<file path="config.mk">
export PLATFORM = sky130hd
export DESIGN_NAME = axi_slave_r
export DESIGN_NICKNAME = d
export VERILOG_FILES = /design/src/rtl/axi_pkg.sv /design/src/rtl/axi_burst_addr_gen.sv /design/src/rtl/axi_slave_r.sv
export SDC_FILE = /design/constraint.sdc
export NUM_CORES = 1
export LEC_CHECK = 0
export ABC_AREA = 1
export CAP_MARGIN = 40
export CORE_ASPECT_RATIO = 0.6
export CORE_UTILIZATION = 35
export CTS_CLUSTER_SIZE = 10
export DETAILED_ROUTE_END_ITERATION = 7
export GPL_TIMING_DRIVEN = 0
export HOLD_SLACK_MARGIN = 0.1
export PLACE_DENSITY = 0.53
export SLEW_MARGIN = 10
export SYNTH_ARGS = -nofsm -noshare
export SYNTH_HDL_FRONTEND = slang
export SYNTH_SLANG_ARGS = --single-unit
</file>
<file path="constraint.sdc">
create_clock -name clk -period 5.9 [get_ports clk]
set_input_delay 1.18 -clock clk [delete_from_list [all_inputs] [get_ports clk]]
set_output_delay 1.18 -clock clk [all_outputs]
set_load 0.01 [all_outputs]
</file>
<file path="src/rtl/axi_pkg.sv">
// Shared AXI encodings and the read-slave FSM state type.
package axi_pkg;

    localparam logic [1:0] BURST_FIXED = 2'b00;
    localparam logic [1:0] BURST_INCR  = 2'b01;
    localparam logic [1:0] BURST_WRAP  = 2'b10;

    localparam logic [1:0] RESP_OKAY   = 2'b00;
    localparam logic [1:0] RESP_EXOKAY = 2'b01;
    localparam logic [1:0] RESP_SLVERR = 2'b10;
    localparam logic [1:0] RESP_DECERR = 2'b11;

    typedef enum logic [1:0] {
        IDLE,
        WAIT,
        BEAT
    } rd_state_t;

    // WRAP bursts are only legal with 2, 4, 8 or 16 beats.
    function automatic logic wrap_len_ok(input logic [7:0] len);
        return (len == 8'd1) || (len == 8'd3) || (len == 8'd7) || (len == 8'd15);
    endfunction

endpackage

</file>
<file path="src/rtl/axi_burst_addr_gen.sv">
// Combinational next-beat address for FIXED/INCR/WRAP bursts; shared by read and write slaves.
module axi_burst_addr_gen
    import axi_pkg::*;
#(
    parameter int ADDR_WD = 32
) (
    input  logic [ADDR_WD-1:0] cur,
    input  logic [ADDR_WD-1:0] start,
    input  logic [2:0]         size,
    input  logic [7:0]         len,
    input  logic [1:0]         burst,
    output logic [ADDR_WD-1:0] next
);

    logic [ADDR_WD-1:0] inc;
    logic [ADDR_WD-1:0] align;
    logic [ADDR_WD-1:0] wrap_mask;

    always_comb begin
        inc       = ADDR_WD'(1) << size;
        align     = cur & ~(inc - ADDR_WD'(1));
        wrap_mask = ((ADDR_WD'(len) + ADDR_WD'(1)) << size) - ADDR_WD'(1);
        case (burst)
            BURST_FIXED: next = cur;
            // First beat may be unaligned; every later beat is aligned to the size.
            BURST_INCR:  next = align + inc;
            BURST_WRAP:  next = (start & ~wrap_mask) + ((cur + inc) & wrap_mask);
            default:     next = cur;
        endcase
    end

endmodule

</file>
<file path="src/rtl/axi_slave_r.sv">
// AXI4 read-slave responder returning an address-derived byte pattern, one burst at a time.
module axi_slave_r
    import axi_pkg::*;
#(
    parameter int ADDR_WD     = 32,
    parameter int DATA_WD     = 32,
    parameter int MEM_ADDR_WD = 16,
    parameter int RD_LATENCY  = 1
) (
    input  logic               clk,
    input  logic               rst_n,
    input  logic               S_AXI_ARVALID,
    input  logic [1:0]         S_AXI_ARBURST,
    input  logic [2:0]         S_AXI_ARSIZE,
    input  logic [ADDR_WD-1:0] S_AXI_ARADDR,
    input  logic [7:0]         S_AXI_ARLEN,
    output logic               S_AXI_ARREADY,
    output logic               S_AXI_RVALID,
    output logic               S_AXI_RLAST,
    output logic [DATA_WD-1:0] S_AXI_RDATA,
    output logic [1:0]         S_AXI_RRESP,
    input  logic               S_AXI_RREADY
);

    localparam int NBYTES   = DATA_WD / 8;
    localparam int BYTE_LSB = $clog2(NBYTES);
    localparam int WAIT_W   = (RD_LATENCY > 1) ? $clog2(RD_LATENCY) : 1;

    rd_state_t          state_q, state_d;
    logic               arready_q, arready_d;
    logic               rvalid_q, rvalid_d;
    logic               rlast_q, rlast_d;
    logic [DATA_WD-1:0] rdata_q, rdata_d;
    logic [1:0]         rresp_q, rresp_d;
    logic [1:0]         burst_q, burst_d;
    logic [2:0]         size_q, size_d;
    logic [ADDR_WD-1:0] start_q, start_d;
    logic [ADDR_WD-1:0] cur_q, cur_d;
    logic [7:0]         len_q, len_d;
    logic [7:0]         beat_cnt_q, beat_cnt_d;
    logic [WAIT_W-1:0]  wait_cnt_q, wait_cnt_d;
    logic               berr_q, berr_d;

    logic [ADDR_WD-1:0] nxt_addr;
    logic [ADDR_WD-1:0] ar_inc;
    logic               ar_err;
    logic [ADDR_WD-1:0] beat_addr;
    logic [7:0]         beat_idx;
    logic               beat_err;

    function automatic logic [DATA_WD-1:0] beat_data(input logic [7:0] a_lo);
        logic [DATA_WD-1:0] d;
        logic [7:0]         w;
        w = a_lo & ~8'((1 << BYTE_LSB) - 1);
        d = '0;
        for (int i = 0; i < NBYTES; i++) begin
            d[i*8 +: 8] = w + 8'(i);
        end
        return d;
    endfunction

    function automatic logic in_range(input logic [ADDR_WD-1:0] a);
        return (a >> MEM_ADDR_WD) == '0;
    endfunction

    axi_burst_addr_gen #(
        .ADDR_WD(ADDR_WD)
    ) u_addr_gen (
        .cur  (cur_q),
        .start(start_q),
        .size (size_q),
        .len  (len_q),
        .burst(burst_q),
        .next (nxt_addr)
    );

    // Whole-burst error conditions are decided once, from the AR channel.
    always_comb begin
        ar_inc = ADDR_WD'(1) << S_AXI_ARSIZE;
        ar_err = (32'(S_AXI_ARSIZE) > BYTE_LSB)
              || (S_AXI_ARBURST == 2'b11)
              || ((S_AXI_ARBURST == BURST_WRAP) && !wrap_len_ok(S_AXI_ARLEN))
              || ((S_AXI_ARBURST == BURST_WRAP) && ((S_AXI_ARADDR & (ar_inc - ADDR_WD'(1))) != '0));
    end

    // The first beat presents the latched start address; later beats the generated one.
    always_comb begin
        beat_addr = rvalid_q ? nxt_addr : cur_q;
        beat_idx  = rvalid_q ? (beat_cnt_q + 8'd1) : 8'd0;
        beat_err  = berr_q || !in_range(beat_addr);
    end

    always_comb begin
        state_d    = state_q;
        arready_d  = arready_q;
        rvalid_d   = rvalid_q;
        rlast_d    = rlast_q;
        rdata_d    = rdata_q;
        rresp_d    = rresp_q;
        burst_d    = burst_q;
        size_d     = size_q;
        start_d    = start_q;
        cur_d      = cur_q;
        len_d      = len_q;
        beat_cnt_d = beat_cnt_q;
        wait_cnt_d = wait_cnt_q;
        berr_d     = berr_q;

        case (state_q)
            IDLE: begin
                arready_d = 1'b1;
                if (S_AXI_ARVALID && arready_q) begin
                    arready_d  = 1'b0;
                    burst_d    = S_AXI_ARBURST;
                    size_d     = S_AXI_ARSIZE;
                    start_d    = S_AXI_ARADDR;
                    cur_d      = S_AXI_ARADDR;
                    len_d      = S_AXI_ARLEN;
                    berr_d     = ar_err;
                    beat_cnt_d = '0;
                    wait_cnt_d = WAIT_W'(RD_LATENCY - 1);
                    state_d    = (RD_LATENCY > 1) ? WAIT : BEAT;
                end
            end
            WAIT: begin
                // Leaving one cycle early lets BEAT register the first beat on time.
                wait_cnt_d = wait_cnt_q - WAIT_W'(1);
                if (wait_cnt_q <= WAIT_W'(1)) begin
                    state_d = BEAT;
                end
            end
            BEAT: begin
                if (rvalid_q && S_AXI_RREADY && rlast_q) begin
                    rvalid_d  = 1'b0;
                    rlast_d   = 1'b0;
                    rdata_d   = '0;
                    rresp_d   = RESP_OKAY;
                    arready_d = 1'b1;
                    state_d   = IDLE;
                end else if (!rvalid_q || S_AXI_RREADY) begin
                    rvalid_d   = 1'b1;
                    cur_d      = beat_addr;
                    beat_cnt_d = beat_idx;
                    rlast_d    = (beat_idx == len_q);
                    rresp_d    = beat_err ? RESP_SLVERR : RESP_OKAY;
                    rdata_d    = beat_err ? '0 : beat_data(beat_addr[7:0]);
                end
            end
            default: state_d = IDLE;
        endcase
    end

    always_ff @(posedge clk or negedge rst_n) begin
        if (!rst_n) begin
            state_q    <= IDLE;
            arready_q  <= 1'b0;
            rvalid_q   <= 1'b0;
            rlast_q    <= 1'b0;
            rdata_q    <= '0;
            rresp_q    <= RESP_OKAY;
            burst_q    <= BURST_FIXED;
            size_q     <= '0;
            start_q    <= '0;
            cur_q      <= '0;
            len_q      <= '0;
            beat_cnt_q <= '0;
            wait_cnt_q <= '0;
            berr_q     <= 1'b0;
        end else begin
            state_q    <= state_d;
            arready_q  <= arready_d;
            rvalid_q   <= rvalid_d;
            rlast_q    <= rlast_d;
            rdata_q    <= rdata_d;
            rresp_q    <= rresp_d;
            burst_q    <= burst_d;
            size_q     <= size_d;
            start_q    <= start_d;
            cur_q      <= cur_d;
            len_q      <= len_d;
            beat_cnt_q <= beat_cnt_d;
            wait_cnt_q <= wait_cnt_d;
            berr_q     <= berr_d;
        end
    end

    assign S_AXI_ARREADY = arready_q;
    assign S_AXI_RVALID  = rvalid_q;
    assign S_AXI_RLAST   = rlast_q;
    assign S_AXI_RDATA   = rdata_q;
    assign S_AXI_RRESP   = rresp_q;

endmodule

</file>
### Word-level counts from Yosys, hierarchy flattened

Index checks and enable logic that the tools add are counted.

* register bits: 126
* bits of input ports: 49
* output and inout bits: 37
* word-level logic and storage cells: 115

* $add $sub $neg: 12
* magnitude comparators: 2
* eq/ne operators: 18
* shift-type cells: 3
* muxes and demuxes: 30
* bitwise operators: 6
* reduce and logical (&&, ||, !) cells: 29

Operator list (number)
* $mux 32: 7
* $and 32x32->32: 4
* $pmux 32 s2: 2
* $add 32x32->32: 3
* $sub 32x1->32 const B: 3
* $not 32->32: 2
* $shl 1x3->32 const A: 2
* $logic_not 32->1: 1
* $mux 8: 4
* $reduce_bool 32->1: 1
* $shl 32x3->32: 1
* $add 8x1->8 const B: 2
* $add 8x2->8 const B: 2
* $pmux 8 s2: 1
* $mux 2: 6
* $ne 2x2->1 const B: 6
* $add 8x1->9 const B: 1
* $eq 2x2->1 const B: 4
* $eq 8x1->1 const B: 1
* $eq 8x2->1 const B: 1
* $eq 8x3->1 const B: 1
* $eq 8x4->1 const B: 1
* $eq 8x8->1: 1
* $logic_or 1x1->1: 8
* other kinds (16): 35

### Logic depth before layout (Yosys ltp)

* word-level depth: 14
* mapped depth: 42
* gate-level depth less buffers: 41

### By module

Synthesis repeated with hierarchy kept, for this count alone.

* cell total of the unflattened synthesis: 1738
* area total of the unflattened synthesis: 10592.7 µm²

Modules (own cells, without submodules)
* axi_burst_addr_gen: times used 1, cells each 1114, area an instance 5610.4 µm², seq. area each 0.0 µm²
* axi_slave_r: times used 1, cells each 624, area an instance 4982.3 µm², seq. area each 2452.4 µm²

### Least setup slack after synthesis

No wires, ideal clock.

* path type: register to register
* from: register len_q[0]
* to: register rresp_q[1], in the netlist S_AXI_RRESP[1]
* setup time: 0.118 ns
* arrival: 4.467 ns
* setup slack: 1.316 ns
* stages on the path, launching flop included: 31
* buffers on the path: 0
* period minus slack after synthesis: 4.584 ns
* cell sequence: dfrtp_1 ha_1 o21ai_1 or2_2 nand3_1 nor3_1 nand3_1 nor3b_1 nand4_1 nor3_1 nand2_1 inv_1 nor2_1 ha_1 nand2_1 nor3_1 nand2_1 o21ai_0 a21oi_1 o21ai_1 nand2_1 nand2_1 o21ai_1 nand2_1 nand2_1 nor2_1 nand3_2 nor2_4 nand2_2 nand2_1 nand2_1

* cells in the longest elaborated chain, start to end: 14
* elaborated cells between the ends (all ways): 15
* classes of those cells: add/sub: 3; shift: 1; mux: 5; bitwise: 3; reduce/logical: 3

Ends and longest elaborated chain
* start: declaration: RTL line axi_slave_r.sv:39 `logic [7:0] len_q, len_d;`
* start signal: assignment: RTL line axi_slave_r.sv:180 `len_q <= len_d;`
* $add 8x1->9 (*): RTL line axi_burst_addr_gen.sv:22 `wrap_mask = ((ADDR_WD'(len) + ADDR_WD'(1)) << size) - ADDR_WD'(1);`
* $shl 32x3->32 (*): RTL line axi_burst_addr_gen.sv:22
* $sub 32x1->32 (*): RTL line axi_burst_addr_gen.sv:22
* $not 32->32: RTL line axi_burst_addr_gen.sv:27 `BURST_WRAP: next = (start & ~wrap_mask) + ((cur + inc) & wrap_mask);`
* $and 32x32->32: RTL line axi_burst_addr_gen.sv:27
* $add 32x32->32 (*): RTL line axi_burst_addr_gen.sv:27
* $pmux 32 s2 (*): RTL line axi_burst_addr_gen.sv:23 `case (burst)`
* $mux 32 (*): RTL line axi_slave_r.sv:88 `beat_addr = rvalid_q ? nxt_addr : cur_q;`
* $logic_not 32->1 (*): RTL line axi_slave_r.sv:63 `return (a >> MEM_ADDR_WD) == '0;`
* $logic_not 1->1 (*): RTL line axi_slave_r.sv:90 `beat_err = berr_q || !in_range(beat_addr);`
* $logic_or 1x1->1 (*): RTL line axi_slave_r.sv:90
* $mux 2 (*): RTL line axi_slave_r.sv:145 `rresp_d = beat_err ? RESP_SLVERR : RESP_OKAY;`
* $mux 2 (*): RTL line axi_slave_r.sv:140 `end else if (!rvalid_q || S_AXI_RREADY) begin`
* $mux 2 (*): RTL line axi_slave_r.sv:133 `if (rvalid_q && S_AXI_RREADY && rlast_q) begin`
* end signal: assignment: RTL line axi_slave_r.sv:175 `rresp_q <= rresp_d;`
* end: declaration: RTL line axi_slave_r.sv:34 `logic [1:0] rresp_q, rresp_d;`

Every way passes the cells marked *; elsewhere a longest branch is shown, timed or not. The select of a mux whose other input is x is not followed.
A chain may end at the register's enable or synchronous reset.

### Worst setup path after layout

* from: register size_q[0]
* to: register rdata_q[27], in the netlist S_AXI_RDATA[27]

* cells in the longest elaborated chain, start to end: 13
* elaborated cells between the ends (all ways): 21
* classes of those cells: add/sub: 6; shift: 2; mux: 5; bitwise: 5; reduce/logical: 3

Ends and longest elaborated chain
* start: declaration: RTL line axi_slave_r.sv:36 `logic [2:0] size_q, size_d;`
* start signal: assignment: RTL line axi_slave_r.sv:177 `size_q <= size_d;`
* $shl 32x3->32 / $shl 1x3->32 (equally long branches): RTL line axi_burst_addr_gen.sv:22, axi_burst_addr_gen.sv:20
* $sub 32x1->32 (on tied branches): RTL line axi_burst_addr_gen.sv:22, axi_burst_addr_gen.sv:21
* $not 32->32 (on tied branches): RTL line axi_burst_addr_gen.sv:27, axi_burst_addr_gen.sv:21
* $and 32x32->32 (on tied branches): RTL line axi_burst_addr_gen.sv:27, axi_burst_addr_gen.sv:21
* $add 32x32->32 (on tied branches): RTL line axi_burst_addr_gen.sv:27, axi_burst_addr_gen.sv:26
* $pmux 32 s2 (*): RTL line axi_burst_addr_gen.sv:23
* $mux 32 (*): RTL line axi_slave_r.sv:88
* branches (longest 3 deep; another with $add 8x2->8)
* $mux 32 (*): RTL line axi_slave_r.sv:146 `rdata_d = beat_err ? '0 : beat_data(beat_addr[7:0]);`
* $mux 32 (*): RTL line axi_slave_r.sv:140
* $mux 32 (*): RTL line axi_slave_r.sv:133
* end signal: assignment: RTL line axi_slave_r.sv:174 `rdata_q <= rdata_d;`
* end: declaration: RTL line axi_slave_r.sv:33 `logic [DATA_WD-1:0] rdata_q, rdata_d;`

Every way passes the cells marked *. The select of a mux whose other input is x is not followed.

==> flow_metrics.env <==
export IMPL_gr_usage_met3_pct=8.773
export IMPL_grt_pass1_wl_um=59650
export IMPL_antenna_found_initial=0
export IMPL_synthTopCellsByArea="dfrtp_1, nand2_1, inv_1, o21ai_0, ha_1"
export IMPL_diodes=0
export IMPL_first_global_vias=9650
export IMPL_crit_path_top_delay_cell="ha_1"
export IMPL_critical_path_arrival_ns=5.96
export IMPL_clk_pin_slew_ns=0.08
export IMPL_cts_sinks=98
export IMPL_die_area_um2=28530
export IMPL_rows=46
export IMPL_power_leakage_nw=5.693
export IMPL_die_h_um=131.2
export IMPL_p_per_area_nw_per_um2=594.0
export IMPL_drive_above_1_share_pct=8.919
export IMPL_initial_core_util_pct=36.24
export IMPL_core_um2=26880
export IMPL_numCtsBuffers=9
export IMPL_groute_usage_overall_pct=28.16
export IMPL_status="complete, no violations"
export IMPL_cp_required_ns=6.22
export IMPL_setup_violations=0
export IMPL_detail_route_antenna_nets=0
export IMPL_synth_edf_count=0
export IMPL_period_share_pct=95.56
export IMPL_avgViaCountPerCell=5.365
export IMPL_synthXorXnorAreaFrac_pct=2.415
export IMPL_ir_drop_mv=0.1868
export IMPL_avgSynthCellArea_um2=6.181
export IMPL_synth_top_family_by_area="simple AND/OR/NAND/NOR gates"
export IMPL_synthDistinctLibCells=57
export IMPL_synth_simple_area_share_pct=34.74
export IMPL_synth_seq_cells=98
export IMPL_die_w_um=217.4
export IMPL_timing_worst_setup_path_type="register to register"
export IMPL_vias=11020
export IMPL_drc_errors=0
export IMPL_synth_compound_area_share_pct=18.25
export IMPL_hold_viol_final=0
export IMPL_fin_total_pwr_mw=6.940
export IMPL_max_freq_ghz=0.1774
export IMPL_synthArstFlopShare_pct=100.0
export IMPL_grtUsageMet1_pct=47.06
export IMPL_firstDrtPassIters=6
export IMPL_synth_top_area_share_pct=25.17
export IMPL_ys_seq_area_share_pct=25.17
export IMPL_cp_end_kind="register"
export IMPL_cts_root_buf="clkbuf_16"
export IMPL_busiest_layer="met1"
export IMPL_clkLatencyLatePin_ns=0.38
export IMPL_synthesis_area_um2=9742
export IMPL_portBuffers=80
export IMPL_slew_headroom_pct=33.82
export IMPL_wire_per_inst_um=19.72
export IMPL_dp_hpwl_um=32520
export IMPL_grtUsageMet2_pct=33.53
export IMPL_finalWeightedCongestion=0.9717
export IMPL_synthMuxAreaShare_pct=0
export IMPL_htree_num_levels=3
export IMPL_wirelength_um=40480
export IMPL_hold_path_class="register to register"
export IMPL_grt_max_degree=78
export IMPL_finalCriticalPeriod_ns=5.638
export IMPL_crit_fanout=8
export IMPL_ys_warnings_count=0
export IMPL_syn_inst=1576
export IMPL_yosysTopAreaCell="dfrtp_1"
export IMPL_fin_nets=1788
export IMPL_grt_overflow=0
export IMPL_io_pins=86
export IMPL_ys_flop_type="dfrtp_1"
export IMPL_critPathMaxStageDelay_ns=0.36
export IMPL_max_cap_viol_count=0
export IMPL_drtIter0Drc=1305
export IMPL_fin_hold_ws_ns=0.4883
export IMPL_worst_pin_slew_ns=0.9823
export IMPL_crit_top_cell="nand2_1"
export IMPL_fin_skew_ns=0.01357
export IMPL_cts_tree="built"
export IMPL_final_setup_tns_ns=0
export IMPL_start_kind="register"
export IMPL_fin_util_pct=43.46
export IMPL_cts_buffer_depth=2
export IMPL_areaGrowthSynthToFinish_pct=19.92
export IMPL_synthAdderAreaFrac_pct=6.704
export IMPL_drv_slew=0
-- Yosys cell counts (all sizes together) (2+ instances only) --
library cell	instances
xnor2	6
o21bai	3
o211ai	3
o41ai	3
and3	4
a22oi	6
buf	39
or2	5
nand2	417
a31oi	14
o22ai	25
fa	2
o2111ai	2
ha	49
clkinv	3
xor2	20
a211oi	4
inv	227
nand3	123
nand4	20
nor3b	4
o21a	3
nand3b	3
clkbuf	26
o21ai	149
a21oi	105
nor2	160
a22o	2
nor3	32
nor4	6
dfrtp	98
and2	6
-- critical path, delay by kind of cell (launching register included) --
kind / cells / cell delay (ns)
AO/OA/AOI/OAI: 4 / 0.54
flip-flops: 1 / 0.34
AND/OR/NAND/NOR: 28 / 3.41
buffers and inverters: 5 / 0.60
adder cells (fa/ha/maj): 2 / 0.69
-- path summary, 6_finish.rpt --
| check | start | endpoint | slack [ns] | depth (start not counted) |
|---|---|---|---|---|
| min | S_AXI_RRESP[1] | S_AXI_RRESP[1] | 0.49 | 2 |
| max reg2reg | size_q[0] | S_AXI_RDATA[27] | 0.26 | 39 |
| min in group asynchronous | rst_n | cur_q[21] | 0.65 | 1 |
| min reg2reg | S_AXI_RRESP[1] | S_AXI_RRESP[1] | 0.49 | 2 |
| max | size_q[0] | S_AXI_RDATA[27] | 0.26 | 39 |
| max in group asynchronous | rst_n | len_q[0] | 4.47 | 2 |
-- per-layer routing --
metal / vias up / share of wire (%)
li1: 5363 / -
met1: 5114 / 53
met2: 514 / 35
met3: 24 / 12
met4: 0 / 0.73
met5: - / 0
-- cell usage in the layout, fill, tap and decap left out, types with 7 or more instances in the layout --
cell,n
nand4_1,19
nor2_1,150
nand2_1,404
nand2_2,10
nor3_1,25
inv_2,13
o22ai_1,25
nand3_2,7
a21oi_1,95
clkdlybuf4s50_1,79
nand3_1,116
buf_6,9
inv_1,213
clkbuf_1,25
xor2_1,19
a21oi_2,8
o21ai_1,17
ha_1,47
dfrtp_1,96
o21ai_0,126
clkbuf_16,9
a31oi_1,14
buf_4,35
-- sequential cells by signal (all words and copies together) (netlist names) --
name           flops
burst_q            2
S_AXI_RRESP        1
state_q            1
cur_q             32
beat_cnt_q         8
S_AXI_RVALID       1
size_q             3
len_q              8
S_AXI_RDATA        7
berr_q             1
S_AXI_RLAST        1
start_q           32
S_AXI_ARREADY      1
-- cell families after synthesis --
kind of cell | Yosys count
simple gates | 781
compound gates | 324
buf+inv | 295
flops | 98
fa+ha+maj | 51
xor+xnor | 26
other cells | 1
-- power breakdown --
group          leakage [nW]  internal (mW)  total, mW  switching (mW)
clock                 0.144          0.308      0.627           0.319
sequential             1.21          0.981       1.31           0.330
combinational          4.34           1.59       5.00            3.41
total                  5.69           2.88       6.94            4.06
-- cell type report --
cell class	instances	area [um^2]
multi-input combinational	1187	6266
sequential	98	2455
tap	360	450.4
fill	2893	15200
clock buffer	10	239.0
clock inverter	6	56.30
inverter	230	867.1
buffer	65	372.9
timing repair buffer	97	975.9
-- per-stage QoR --
step           setup WS, ns  instances  cell area, um^2
2_1_floorplan         1.316       1580             9757
3_3_place_gp        -0.6657       2020            11010
3_5_place_dp        -0.4908       2026            11090
4_1_cts             0.01864       2042            11430
5_1_grt            -0.01596       2053            11680
6_report             0.2618       2053            11680
-- repair_timing --
item / CTS / global route
setup endpoints to repair: 9 / 12
gates resized for setup: 11 / 45
gates cloned: 0 / 0
buffers inserted: 0 / 9
pin swaps: 0 / 5
hold buffers: 0 / 0
Note: power is estimated with default switching activity, not from simulation.
